==> config.mk <==
export PLATFORM = sky130hd
export DESIGN_NAME = mod7_frame_tx
export DESIGN_NICKNAME = d
export VERILOG_FILES = /design/src/rtl/mod7_frame_tx.sv
export SDC_FILE = /design/constraint.sdc
export NUM_CORES = 1
export LEC_CHECK = 0
export BUFFER_PORTS_ARGS = -buffer_cell sky130_fd_sc_hd__clkbuf_2
export CAP_MARGIN = 10
export CORE_MARGIN = 2
export CORE_UTILIZATION = 40
export DETAILED_ROUTE_END_ITERATION = 7
export PLACE_DENSITY = 0.58
export SYNTH_ARGS = -nofsm -noshare
export SYNTH_HDL_FRONTEND = slang
export SYNTH_SLANG_ARGS = --single-unit
==> constraint.sdc <==
create_clock -name clk -period 4.55 [get_ports clk]
set_input_delay 0.2275 -clock clk [delete_from_list [all_inputs] [get_ports clk]]
set_output_delay 0.2275 -clock clk [all_outputs]
set_load 0.05 [all_outputs]
==> src/rtl/mod7_frame_tx.sv <==
// mod7_frame_tx: serializes a parallel word as 6-bit beats, MSB chunk first,
// then appends the word's mod-7 residue as a trailer beat.
module mod7_frame_tx #(
  parameter int NW = 8
) (
  input  logic            clk,
  input  logic            rst_n,
  input  logic [6*NW-1:0] data_in,
  input  logic            send,
  output logic            ready,
  output logic [5:0]      out_bus,
  output logic            out_valid,
  output logic            out_last,
  input  logic            out_ready,
  output logic [2:0]      res_out,
  output logic            done
);

  localparam int DW = 6 * NW;
  localparam int CW = $clog2(NW);

  typedef enum logic [1:0] {
    IDLE,
    DATA,
    TRAIL
  } state_t;

  state_t        state;
  logic [DW-1:0] sr;
  logic [CW-1:0] cnt;
  logic [2:0]    r;

  logic [5:0] chunk;
  logic [2:0] c7;
  logic [2:0] r_nx;
  logic       xfer;

  // Reduce a sum of two 3-bit residues (max 14) to 0..6.
  function automatic logic [2:0] fold7(input logic [3:0] s);
    logic [3:0] t;
    if (s >= 4'd14)
      t = 4'd0;
    else if (s >= 4'd7)
      t = s - 4'd7;
    else
      t = s;
    return t[2:0];
  endfunction

  assign chunk = sr[DW-1:DW-6];
  // 8 = 1 (mod 7), so a 6-bit chunk folds as hi + lo octal digits.
  assign c7    = fold7({1'b0, chunk[5:3]} + {1'b0, chunk[2:0]});
  assign r_nx  = fold7({1'b0, r} + {1'b0, c7});

  assign ready     = (state == IDLE);
  assign out_valid = (state != IDLE);
  assign out_last  = (state == TRAIL);
  assign xfer      = out_valid & out_ready;

  // Beat selection depends only on state and registers.
  always_comb begin
    out_bus = 6'd0;
    unique case (state)
      IDLE:    out_bus = 6'd0;
      DATA:    out_bus = chunk;
      TRAIL:   out_bus = {3'b000, r};
      default: out_bus = 6'd0;
    endcase
  end

  // Frame FSM: capture, shift out chunks, emit trailer.
  always_ff @(posedge clk or negedge rst_n) begin
    if (!rst_n) begin
      state   <= IDLE;
      sr      <= '0;
      cnt     <= '0;
      r       <= 3'd0;
      res_out <= 3'd0;
      done    <= 1'b0;
    end else begin
      done <= 1'b0;
      unique case (state)
        IDLE: begin
          if (send) begin
            sr    <= data_in;
            cnt   <= '0;
            r     <= 3'd0;
            state <= DATA;
          end
        end
        DATA: begin
          if (xfer) begin
            sr  <= {sr[DW-7:0], 6'd0};
            r   <= r_nx;
            cnt <= cnt + 1'b1;
            if (cnt == CW'(NW - 1))
              state <= TRAIL;
          end
        end
        TRAIL: begin
          if (xfer) begin
            res_out <= r;
            done    <= 1'b1;
            state   <= IDLE;
          end
        end
        default: state <= IDLE;
      endcase
    end
  end

endmodule

# Yosys cells after proc, flatten, opt, wreduce, memory -nomap -nowiden

Cells that the tools add are included.

Equal/unequal tests: 7
Add/sub/neg operators: 5
$lt $le $gt $ge: 4
Reductions and logical operators: 6
Bitwise logic cells: 1
Mux-type cells: 20

Operators by type and width:

| operator              | number |
|---|---|
| $mux W48              | 2 |
| $pmux W48 S2          | 1 |
| $mux W3               | 7 |
| $pmux W3 S2           | 2 |
| $pmux W6 S2           | 1 |
| $add A3 B3 Y4         | 2 |
| $ge A4 B3 Y1 const B  | 2 |
| $ge A4 B4 Y1 const B  | 2 |
| $mux W2               | 4 |
| $ne A2 B2 Y1 const B  | 3 |
| $pmux W2 S3           | 1 |
| $sub A3 B3 Y3 const B | 2 |
| $reduce_and A4 Y1     | 1 |
| $reduce_bool A2 Y1    | 2 |
| $add A3 B1 Y3 const B | 1 |
| $eq A3 B3 Y1 const B  | 1 |
| $reduce_and A3 Y1     | 1 |
| $eq A2 B1 Y1 const B  | 1 |
| $eq A2 B2 Y1 const B  | 1 |
| $logic_not A2 Y1      | 1 |
| $mux W1               | 2 |
| $ne A2 B1 Y1 const B  | 1 |
| $reduce_and A2 Y1     | 1 |
| $and A1 B1 Y1         | 1 |

Bits in registers: 60
Logic and storage cells: 49

# Logic depth before layout (Yosys ltp)

Word-level depth: 10
Mapped depth: 12
Gate-level depth less buffers: 12

# Least setup slack after synthesis

Ideal clock, no wire load.

Kind: reg2reg
Start point: register sr[42]
End point: register r[1]
Library setup time: 131 ps
Data arrival time: 3332 ps
Buffers on the path: 0
Path slack: 1087 ps
Data required time: 4419 ps
Period minus slack after synthesis: 3463 ps
Cell stages (with the launch flop): 13
Cell sequence: dfrtp_1 -> ha_1 -> fa_1 -> ha_1 -> nand2_1 -> and3_1 -> a311oi_1 -> ha_1 -> fa_1 -> ha_1 -> a221oi_2 -> mux2i_1 -> o21ai_1

Longest elaborated chain between the ends: 10
Elaborated cells on any way between the ends: 14
Those cells by class: add/sub: 4; order compare: 4; mux: 6

Ends and longest elaborated chain:

| what                                                 | RTL line | text |
|---|---|---|
| start, declared                                      | 29       | `logic [DW-1:0] sr;` |
| start signal, assigned                               | 85       | `sr <= data_in;` |
| start signal, assigned                               | 93       | `sr <= {sr[DW-7:0], 6'd0};` |
| $add A3 B3 Y4 *                                      | 52       | `assign c7 = fold7({1'b0, chunk[5:3]} + {1'b0, chunk[2:0]});` |
| $ge A4 B3 Y1 / $sub A3 B3 Y3 (equally long branches) | 43, 44   |  |
| $mux W3                                              | 43       | `else if (s >= 4'd7)` |
| $mux W3 *                                            | 41       | `if (s >= 4'd14)` |
| $add A3 B3 Y4 *                                      | 53       | `assign r_nx = fold7({1'b0, r} + {1'b0, c7});` |
| $ge A4 B3 Y1 / $sub A3 B3 Y3 (equally long branches) | 43, 44   |  |
| $mux W3                                              | 43       |  |
| $mux W3 *                                            | 41       |  |
| $mux W3 *                                            | 92       | `if (xfer) begin` |
| $pmux W3 S2 *                                        | 82       | `unique case (state)` |
| end signal, assigned                                 | 94       | `r <= r_nx;` |
| end, declared                                        | 31       | `logic [2:0] r;` |

Every way passes the cells marked *; elsewhere a longest branch is shown, timed or not. The select of a mux whose other input is x is not followed.
A chain may end at the register's enable or synchronous reset.

# Final worst setup path

Same ends and word-level chain as after synthesis.

==> results.json <==
{
  "outcome": "finished clean",
  "multi_input_area_um2": 1580,
  "critPathKind": "flop to flop",
  "yosysSeqAreaShare": 0.467,
  "synth_edf_count": 0,
  "grt_antenna_before_repair": 0,
  "setup_viol": 0,
  "die_y_um": 93.7,
  "dp_hpwl_um": 4660,
  "slowest_stage": "fa_1",
  "wl_per_cell_um": 14.1,
  "critPathArrivalTime_ns": 4.04,
  "viasPerCell": 5.04,
  "hold_buffers": 0,
  "io_pins": 65,
  "skew_ns": 0.00729,
  "num-fill-cells": 775,
  "antenna_cells": 0,
  "ctsHtreeMaxLevel": 3,
  "yosysMostFrequentCell": "dfrtp_1",
  "gp_congestion": 0.829,
  "clock-root-buffer": "clkbuf_8",
  "wl_um": 6720,
  "initialDrtViolationCount": 78,
  "postSynthAreaPerCell_um2": 10.4,
  "end_kind": "flop",
  "period_share": 0.843,
  "drive_gt1_frac": 0.239,
  "finalNetCount": 438,
  "hold_violations": 0,
  "cp-start-kind": "flop",
  "cts_sinks": 60,
  "dr.pass1.iters": 5,
  "p_per_area_nw_per_um2": 822,
  "initial_core_util": 0.414,
  "max_stage_delay_ns": 0.53,
  "ant_nets": 0,
  "crit_family": "adder cells",
  "area_growth_pct": 17.2,
  "grt_pass1_wl_um": 11400,
  "path_max_fanout": 5,
  "holdCritPathClass": "primary input to asynchronous set/reset pin",
  "fmax_mhz": 261,
  "cts_setup_buffers": 0,
  "first_global_vias": 2512,
  "ys.warnings.count": 0,
  "gr-total-overflow": 0,
  "grt_max_degree": 79,
  "synth_common_cells": "dfrtp_1 (60), nand2_1 (52), mux2i_1 (45), o21ai_1 (23), o21ai_0 (21)",
  "vias": 2395,
  "synth_top_area_share": 0.467,
  "drcViolationCount": 0,
  "power.leakage_nw": 1.95,
  "synth-main-ff-cell": "dfrtp_1",
  "postSynthRegisterBits": 60,
  "rows": 32,
  "cp.required_ns": 4.76,
  "dieArea_um2": 8770,
  "seq_area_um2": 1500,
  "syn_inst": 310,
  "synth_area_leader_cell": "dfrtp_1",
  "io_buffers": 64,
  "grt_usage": 0.168,
  "synthTopCellsByArea": "dfrtp_1 (47%), mux2i_1 (14%), nand2_1 (6.1%), ha_1 (5.8%), o21ai_1 (3.6%)",
  "crit_top_cell": "ha_1",
  "tightest_slew_ns": 0.989,
  "syn_nets": 379,
  "postSynth.asyncResetShare": 1.00,
  "tritoncts": "yes",
  "period_needed_ns": 3.84,
  "core_um2": 7770,
  "netlist-cell-type-count": 37,
  "rsz0062_at_grt": "no",
  "whs_ns": 0.0328,
  "cts-resized-gates": 0,
  "syn_area_um2": 3220,
  "die_x_um": 93.7,
  "clock_path_buffers": 2,
  "cts_buffers": 9,
  "setup_total_negative_slack_ns": 0,
  "max_slew_margin": 0.341,
  "clk_pin_slew_ns": 0.07,
  "path_buf_inv": 0,
  "vdd_drop_max_v": 0.000298,
  "final_max_slew_viol_count": 0,
  "clk_latency_ns": 0.34,
  "cp_cell_sequence": "ha_1, fa_1, ha_1, o21ai_0, a21oi_1, a311oi_1, ha_1, fa_1, ha_1, a221oi_2, mux2i_1, o21ai_1",
  "drv_cap": 0
}
-- layout make-up --
class | instances | area share
clock buffer | 14 | 0.0458
clock inverter | 1 | 0.00797
inverter | 8 | 0.00797
multi-input combinational | 225 | 0.419
sequential | 60 | 0.398
tap | 102 | 0.0339
timing repair buffer | 65 | 0.0870
-- layout by cell type, fill, tap and decap left out, drive strengths merged --
cell / instances
clkbuf: 78
dfrtp: 60
nand2: 53
mux2i: 45
o21ai: 45
ha: 15
nor2: 11
inv: 8
o22ai: 7
nand2b: 6
a31oi: 6
nor2b: 5
a21oi: 4
a22oi: 3
and2: 3
mux2: 3
a21o: 2
a32o: 2
xnor2: 2
fa: 2
xor2: 2
and3: 1
a311oi: 1
nand3b: 1
o21a: 1
or2b: 1
o311ai: 1
o21ba: 1
a2bb2oi: 1
a221oi: 1
bufinv: 1
buf: 1
-- final timing paths --
| path | from | endpoint | slack (ns) | depth (start not counted) |
|---|---|---|---|---|
| worst max-delay path | sr[42] | r[1] | 0.71 | 12 |
| min in group clk | data_in[8] | sr[8] | 0.13 | 3 |
| worst min register to register | sr[14] | sr[14] | 0.48 | 2 |
| max in group asynchronous | rst_n | sr[36] | 4.01 | 2 |
| worst max register to register | sr[42] | r[1] | 0.71 | 12 |
| worst min-delay path | rst_n | sr[16] | 0.03 | 2 |
-- power breakdown --
group          switching (W)  internal (W)  leakage [nW]  total [W]
sequential          0.000138      0.000759         0.763   0.000897
clock               0.000199      0.000295         0.103   0.000494
combinational        0.00100      0.000703          1.09    0.00171
-- flip-flops by register name, indices dropped and copies added (netlist names) --
name,cells
res_out,3
sr,48
cnt,3
r,3
done,1
state,2
-- routing by layer --
metal / track usage / wire (µm) / vias to the layer above
met2: 0.278 / 3270 / 52
li1: - / - / 1197
met5: 0 / 0 / -
met1: 0.207 / 3000 / 1133
met4: 0.0652 / 108 / 0
met3: 0.0482 / 330 / 13
-- cells by family after synthesis --
logic type / after synthesis / synth area share
simple gates: 81 / 0.109
compound gates: 75 / 0.144
flops: 60 / 0.467
mux: 48 / 0.151
buf+inv: 25 / 0.0455
fa+ha+maj: 17 / 0.0708
xor+xnor: 4 / 0.0132
-- worst reg2reg max path, delay by kind of cell, from the launching register on --
kind                     cells  cell delay [ns]
flip-flops                   1             0.40
multiplexers                 1             0.22
adder cells (fa/ha/maj)      6             2.04
AO/OA/AOI/OAI                5             1.05
-- through the flow --
stage	instances	instance area, µm²	utilization	power (W)	setup slack, ns
after CTS	475	3770	0.485	0.00313	0.713
after global routing	475	3770	0.485	0.00338	0.445
after detailed placement	460	3570	0.459	0.00263	0.755
final	475	3770	0.485	0.00310	0.715
after global placement	460	3570	0.459	0.00256	0.903
after floorplan	310	3220	-	0.00233	1.09
No activity file was read; power rests on OpenSTA's default activity.
